## config.mk

```make
export PLATFORM = sky130hd
export DESIGN_NAME = multi_dataflow_reconf_ctrl
export DESIGN_NICKNAME = d
export VERILOG_FILES = /design/src/rtl/multi_dataflow_reconf_ctrl_pkg.sv /design/src/rtl/multi_dataflow_reconf_ctrl_beat_counter.sv /design/src/rtl/multi_dataflow_reconf_ctrl.sv
export SDC_FILE = /design/constraint.sdc
export NUM_CORES = 1
export LEC_CHECK = 0
export CORE_MARGIN = 5
export CORE_UTILIZATION = 40
export DETAILED_ROUTE_END_ITERATION = 8
export PLACE_DENSITY = 0.67
export SLEW_MARGIN = 40
export SYNTH_ARGS = -nofsm -noshare
export SYNTH_HDL_FRONTEND = slang
export SYNTH_SLANG_ARGS = --single-unit
```

## constraint.sdc

```tcl
create_clock -name clk_i -period 4.55 [get_ports clk_i]
set_input_delay 0.6825 -clock clk_i [delete_from_list [all_inputs] [get_ports clk_i]]
set_output_delay 0.6825 -clock clk_i [all_outputs]
set_load 0.005 [all_outputs]
```

## src/rtl/multi_dataflow_reconf_ctrl_pkg.sv

```systemverilog
// Shared types and defaults for the multi-dataflow job sequencer.
// Imported by the reconfiguration controller and its beat counters.
package multi_dataflow_package;

    localparam int unsigned RECONF_CTRL_CNT_W   = 16;
    localparam int unsigned RECONF_CTRL_CYCLES  = 4;
    localparam int unsigned RECONF_CTRL_TIMEOUT = 1024;

    typedef enum logic [2:0] {
        RC_IDLE,
        RC_RECONF,
        RC_START,
        RC_RUN,
        RC_DRAIN,
        RC_DONE
    } reconf_ctrl_state_t;

    typedef struct packed {
        logic [31:0]                  id;
        logic [RECONF_CTRL_CNT_W-1:0] n_in;
        logic [RECONF_CTRL_CNT_W-1:0] n_out;
    } reconf_job_t;

endpackage

```

## src/rtl/multi_dataflow_reconf_ctrl_beat_counter.sv

```systemverilog
// Saturating beat counter with synchronous clear, enable and limit.
// hit_o flags a beat that is actually counted this cycle.
module multi_dataflow_beat_counter
    import multi_dataflow_package::*;
#(
    parameter int unsigned W = RECONF_CTRL_CNT_W
) (
    input  logic         clk_i,
    input  logic         rst_ni,
    input  logic         clr_i,
    input  logic         en_i,
    input  logic [W-1:0] limit_i,
    output logic [W-1:0] cnt_o,
    output logic         below_o,
    output logic         hit_o
);

    logic [W-1:0] cnt_q, cnt_d;

    assign below_o = cnt_q < limit_i;
    assign hit_o   = en_i & below_o;
    assign cnt_o   = cnt_q;

    always_comb begin
        cnt_d = cnt_q;
        if (clr_i) begin
            cnt_d = '0;
        end else if (hit_o) begin
            cnt_d = cnt_q + W'(1);
        end
    end

    always_ff @(posedge clk_i) begin
        if (!rst_ni) begin
            cnt_q <= '0;
        end else begin
            cnt_q <= cnt_d;
        end
    end

endmodule

```

## src/rtl/multi_dataflow_reconf_ctrl.sv

```systemverilog
// Job sequencer: kernel ID reconfiguration, start pulse, input gating,
// output drain and stall watchdog for the multi-dataflow datapath.
module multi_dataflow_reconf_ctrl
    import multi_dataflow_package::*;
#(
    parameter int unsigned CNT_W         = RECONF_CTRL_CNT_W,
    parameter int unsigned RECONF_CYCLES = RECONF_CTRL_CYCLES,
    parameter int unsigned TIMEOUT       = RECONF_CTRL_TIMEOUT
) (
    input  logic             clk_i,
    input  logic             rst_ni,
    input  logic             job_valid_i,
    output logic             job_ready_o,
    input  logic [31:0]      job_id_i,
    input  logic [CNT_W-1:0] job_n_in_i,
    input  logic [CNT_W-1:0] job_n_out_i,
    input  logic             in_valid_i,
    input  logic             in_ready_i,
    input  logic             out_valid_i,
    input  logic             out_ready_i,
    output logic             in_gate_o,
    output logic [31:0]      kernel_id_o,
    output logic             kernel_start_o,
    output logic             busy_o,
    output logic             done_o,
    output logic             timeout_o,
    output logic [CNT_W-1:0] cnt_in_o,
    output logic [CNT_W-1:0] cnt_out_o
);

    localparam int unsigned RC_W = (RECONF_CYCLES > 1) ? $clog2(RECONF_CYCLES + 1) : 1;
    localparam int unsigned WD_W = (TIMEOUT > 0) ? $clog2(TIMEOUT + 1) : 1;
    localparam logic [RC_W-1:0] RC_LOAD = RC_W'(RECONF_CYCLES);
    localparam logic [WD_W-1:0] WD_MAX  = WD_W'(TIMEOUT);

    reconf_ctrl_state_t state_q;
    reconf_job_t        job_q;
    logic               id_valid_q;
    logic               to_q;
    logic [RC_W-1:0]    settle_q;
    logic [WD_W-1:0]    wd_q, wd_d;

    logic             accept, running;
    logic             in_en, in_hit, in_below;
    logic             out_en, out_hit, out_below;
    logic             in_met, out_met, wd_exp;
    logic [CNT_W-1:0] n_in, n_out, in_next, out_next;

    assign n_in    = CNT_W'(job_q.n_in);
    assign n_out   = CNT_W'(job_q.n_out);
    assign accept  = job_valid_i && (state_q == RC_IDLE);
    assign running = (state_q == RC_RUN) || (state_q == RC_DRAIN);

    assign in_gate_o = (state_q == RC_RUN) && in_below;
    assign in_en     = in_valid_i & in_ready_i & in_gate_o;
    assign out_en    = out_valid_i & out_ready_i & running;

    multi_dataflow_beat_counter #(.W(CNT_W)) u_in_cnt (
        .clk_i   (clk_i),
        .rst_ni  (rst_ni),
        .clr_i   (accept),
        .en_i    (in_en),
        .limit_i (n_in),
        .cnt_o   (cnt_in_o),
        .below_o (in_below),
        .hit_o   (in_hit)
    );

    multi_dataflow_beat_counter #(.W(CNT_W)) u_out_cnt (
        .clk_i   (clk_i),
        .rst_ni  (rst_ni),
        .clr_i   (accept),
        .en_i    (out_en),
        .limit_i (n_out),
        .cnt_o   (cnt_out_o),
        .below_o (out_below),
        .hit_o   (out_hit)
    );

    // Completion includes the beat counted in the current cycle.
    assign in_next  = cnt_in_o + CNT_W'(in_hit);
    assign out_next = cnt_out_o + CNT_W'(out_hit);
    assign in_met   = in_next == n_in;
    assign out_met  = out_next == n_out;

    always_comb begin
        wd_d = wd_q;
        if (in_hit || out_hit) begin
            wd_d = '0;
        end else if (wd_q != WD_MAX) begin
            wd_d = wd_q + WD_W'(1);
        end
    end

    assign wd_exp = (TIMEOUT != 0) && (wd_d == WD_MAX);

    always_ff @(posedge clk_i) begin
        if (!rst_ni) begin
            state_q    <= RC_IDLE;
            job_q      <= '0;
            id_valid_q <= 1'b0;
            to_q       <= 1'b0;
            settle_q   <= '0;
            wd_q       <= '0;
        end else begin
            to_q <= 1'b0;
            unique case (state_q)
                RC_IDLE: begin
                    if (accept) begin
                        job_q.n_in  <= RECONF_CTRL_CNT_W'(job_n_in_i);
                        job_q.n_out <= RECONF_CTRL_CNT_W'(job_n_out_i);
                        if (id_valid_q && (job_id_i == job_q.id)) begin
                            state_q <= RC_START;
                        end else begin
                            job_q.id   <= job_id_i;
                            id_valid_q <= 1'b1;
                            settle_q   <= RC_LOAD;
                            state_q    <= RC_RECONF;
                        end
                    end
                end
                RC_RECONF: begin
                    if (settle_q == RC_W'(1)) begin
                        state_q <= RC_START;
                    end else begin
                        settle_q <= settle_q - RC_W'(1);
                    end
                end
                RC_START: begin
                    wd_q    <= '0;
                    state_q <= RC_RUN;
                end
                RC_RUN: begin
                    wd_q <= wd_d;
                    if (in_met && out_met) begin
                        state_q <= RC_DONE;
                    end else if (in_met) begin
                        state_q <= RC_DRAIN;
                    end else if (wd_exp) begin
                        to_q       <= 1'b1;
                        id_valid_q <= 1'b0;
                        state_q    <= RC_DONE;
                    end
                end
                RC_DRAIN: begin
                    wd_q <= wd_d;
                    if (out_met) begin
                        state_q <= RC_DONE;
                    end else if (wd_exp) begin
                        to_q       <= 1'b1;
                        id_valid_q <= 1'b0;
                        state_q    <= RC_DONE;
                    end
                end
                RC_DONE: begin
                    state_q <= RC_IDLE;
                end
                default: begin
                    state_q <= RC_IDLE;
                end
            endcase
        end
    end

    assign job_ready_o    = state_q == RC_IDLE;
    assign busy_o         = state_q != RC_IDLE;
    assign kernel_start_o = state_q == RC_START;
    assign done_o         = state_q == RC_DONE;
    assign timeout_o      = to_q;
    assign kernel_id_o    = job_q.id;

endmodule

```

==> results.md <==
- DRT Pass-1 Iters: 5
- Mean Syn Cell Area: 8.07 sq um
- Hold Vio Cnt, Final: 0
- Pint: 2.09 mW
- Worst EP required: 4.87 ns
- Final WS setup: 0.318 ns
- TritonCTS clock tree: done
- PwrDens: 317 mW/mm^2
- Post-synth ARST share: 0%
- WL/cell: 15.6 microns
- Vias in the first global route: 6,182
- DR vias: 6,391
- Final Cell Area: 0.00914 sq mm
- Clock Latency Late Sink: 0.42 ns
- Vias per cell: 5.18
- P&R area growth vs syn: 31.8%
- Max-cap violation count: 0
- Synth Area in XOR/XNOR: 13.3%
- Max Clk Rate: 236 MHz
- I/O pin cnt: 141
- H-tree depth: 4
- Crit path capture type: flop
- Final setup vio count: 0
- Grt ovf: 0
- Minimum clock period: 4.23 ns
- First-pass GRT wire length: 31.4 mm
- Total track usage: 19.3%
- Tcrit/Tclk final: 93.0%
- RSZ-0062 raised after global routing: no
- Post-DP HPWL: 14.3 mm
- Flop pwr share: 39.1%
- Post-synth net total: 971
- Yosys reg bits: 115
- Post-Synth Adder-Cell Area: 7.21%
- Synth Flop Type: dfxtp_1
- Gate Count Post-Synth: 860
- Logic gate share of total power: 18.6%
- Switching Power: 0.801 mW
- Setup Fix Bufs, Post-CTS: 0
- Max-slew violations: 0
- Setup TNS: 0 ns
- Port bufs: 140
- Simple-gate area share of the yosys netlist: 24.4%
- Number of enable flip-flop cells after synthesis: 0
- Synth Area in Compound Gates: 12.4%
- Setup crit start kind: flop
- Measured slew at the worst slew-check pin: 0.561 ns
- Total CTS buffers: 17
- WS Path Type: flop to flop
- Synthesized cell area: 0.00694 sq mm
- Warnings from Yosys: 0
- Distinct cell type count after synthesis: 66
- Std-Cell Rows: 48
- DR iter-0 viols: 339
- Slew headroom: 62.3%
- ANT nets after route: 0
- Die area: 0.0201 sq mm
- Hold Slack: 0.479 ns
- CTS max path bufs: 2
- Worst ir drop on vdd: 0.289 mV
- GP Congestion: 0.932
- Setup Skew: 0.0101 ns
- Die extent in x: 142 microns
- Net Sw Frac: 27.7%
- Core area: 0.0172 sq mm
- Mux cell area share after synthesis: 4.33%
- Ant. Diodes: 0
- Largest net degree at the start of global routing: 52
- Tot Pwr: 2.89 mW
- CTS root buffer: clkbuf_16
- Crit-path max FO: 7
- Area after DPL: 0.00860 sq mm
- Drt total wl: 19.2 mm
- Clock sinks: 115
- Starting Density: 40.4%
- Largest family of logic cells by synthesized area: simple AND/OR/NAND/NOR gates
- Post-CTS sizing: 0
- Sequential element share of the synthesized area: 33.2%
- Pre-CTS WS: 0.348 ns
- Min-delay worst type: flop to flop
- Nets: 1,107
- Worst path arrival time: 4.55 ns
- Part of the power in the clock network: 42.3%
- Share of layout cells above drive strength 1: 6.64%
- Outcome: completed
- Initial antenna violation count: 1
- P_leak: 3.58 nW
- # hold bufs at CTS: 0
- Drt drc: 0
- Reg clk slew, reported paths: 0.05 ns
- Die Ht: 142 microns
-- logic make-up after synthesis --
family,count (synthesis)
muxes,30
AOI/OAI and AO/OA,130
xor gates and xnor gates,105
and+or+nand+nor,347
buffers and inverters,93
adders and majority gates,40
DFF,115
-- state kept, by name, summed over array words and instances (netlist names) --
name	count
n_in	16
kernel_id_o	32
u_in_cnt.cnt_o	16
n_out	16
settle_q	3
id_valid_q	1
wd_q	11
state_q	3
timeout_o	1
u_out_cnt.cnt_o	16
-- cells in the final DEF (no fill, tap or decap), types with 8 or more instances in the layout --
| cell | count |
|---|---|
| nand4_1 | 16 |
| xor2_1 | 45 |
| nor2_1 | 82 |
| clkdlybuf4s50_1 | 140 |
| nor3_1 | 21 |
| clkbuf_16 | 17 |
| ha_1 | 40 |
| a21o_1 | 10 |
| a21oi_1 | 55 |
| mux2i_1 | 30 |
| xnor2_1 | 60 |
| a31oi_1 | 8 |
| o21ai_0 | 15 |
| nor4_1 | 23 |
| or3_1 | 9 |
| inv_1 | 48 |
| dfxtp_1 | 115 |
| nand3_1 | 26 |
| buf_4 | 20 |
| nand2_1 | 121 |
-- power by group through the flow --
stage / registers, mW / logic [mW] / clock network (mW)
after floorplan: 1.14 / 0.332 / 0
after global placement: 1.15 / 0.539 / 0
after detailed placement: 1.15 / 0.543 / 0
after CTS: 1.13 / 0.546 / 1.25
after global routing: 1.14 / 0.598 / 1.30
final: 1.13 / 0.538 / 1.22
-- area by class of cell --
cell class / instances / area (sq um)
multi-input combinational: 652 / 4280
clock inverter: 11 / 87.6
sequential: 115 / 2300
inverter: 50 / 190
tap: 225 / 282
fill: 1672 / 8030
timing repair buffer: 160 / 1550
clock buffer: 21 / 450
-- cell usage after synthesis, drive strengths merged (4+ instances only) --
cell / n / area [sq um]
and4: 5 / 43.8
mux2i: 30 / 300
buf: 12 / 55.1
nand4: 17 / 121
dfxtp: 115 / 2300
nand3: 26 / 130
inv: 50 / 188
a31oi: 8 / 50.1
xor2: 45 / 394
o21ai: 17 / 88.8
nor3: 21 / 105
o211ai: 6 / 45.0
ha: 40 / 500
nor2: 82 / 308
a21o: 10 / 75.1
nor2b: 4 / 25.0
and2: 6 / 37.5
a21oi: 55 / 275
nand2b: 7 / 43.8
and3: 7 / 43.8
nor4: 24 / 165
xnor2: 60 / 526
clkbuf: 31 / 116
nand2: 122 / 460
or3: 9 / 56.3
nor3b: 4 / 35.0
-- metrics by stage --
step                cells  utilization [%]
global route         1234             53.2
detailed placement   1202             50.1
CTS                  1234             53.2
floorplan             860                -
finish               1234             53.2
global placement     1202             50.1
-- routing by layer --
layer | routed length [microns] | vias up | track usage [%]
met3 | 1690 | 23 | 7.68
met1 | 8540 | 2953 | 24.4
li1 | - | 3232 | -
met5 | 13 | - | 0
met4 | 290 | 2 | 5.05
met2 | 8670 | 181 | 30.9
-- worst max-delay path, cell delays in order (launching register included) --
cell and delay (ns):
dfxtp_1 0.42, inv_1 0.07, ha_1 0.29, a21o_1 0.16, a221o_1 0.32, a22oi_1 0.26
and3_1 0.28, nand2_2 0.08, inv_1 0.09, ha_1 0.16, nand3_1 0.22, or4_4 0.56
or4b_4 0.53, o21ai_2 0.08, o2111ai_2 0.20, o2bb2ai_2 0.20, a221oi_2 0.24
-- worst paths after layout --
check / from / to / slack, ns / depth (start not counted)
min reg2reg: n_out[1] / n_out[1] / 0.48 / 2
max: n_in[9] / id_valid_q / 0.32 / 16
max reg2reg: n_in[9] / id_valid_q / 0.32 / 16
min: n_out[1] / n_out[1] / 0.48 / 2
Power figures use the tool's default switching activity.
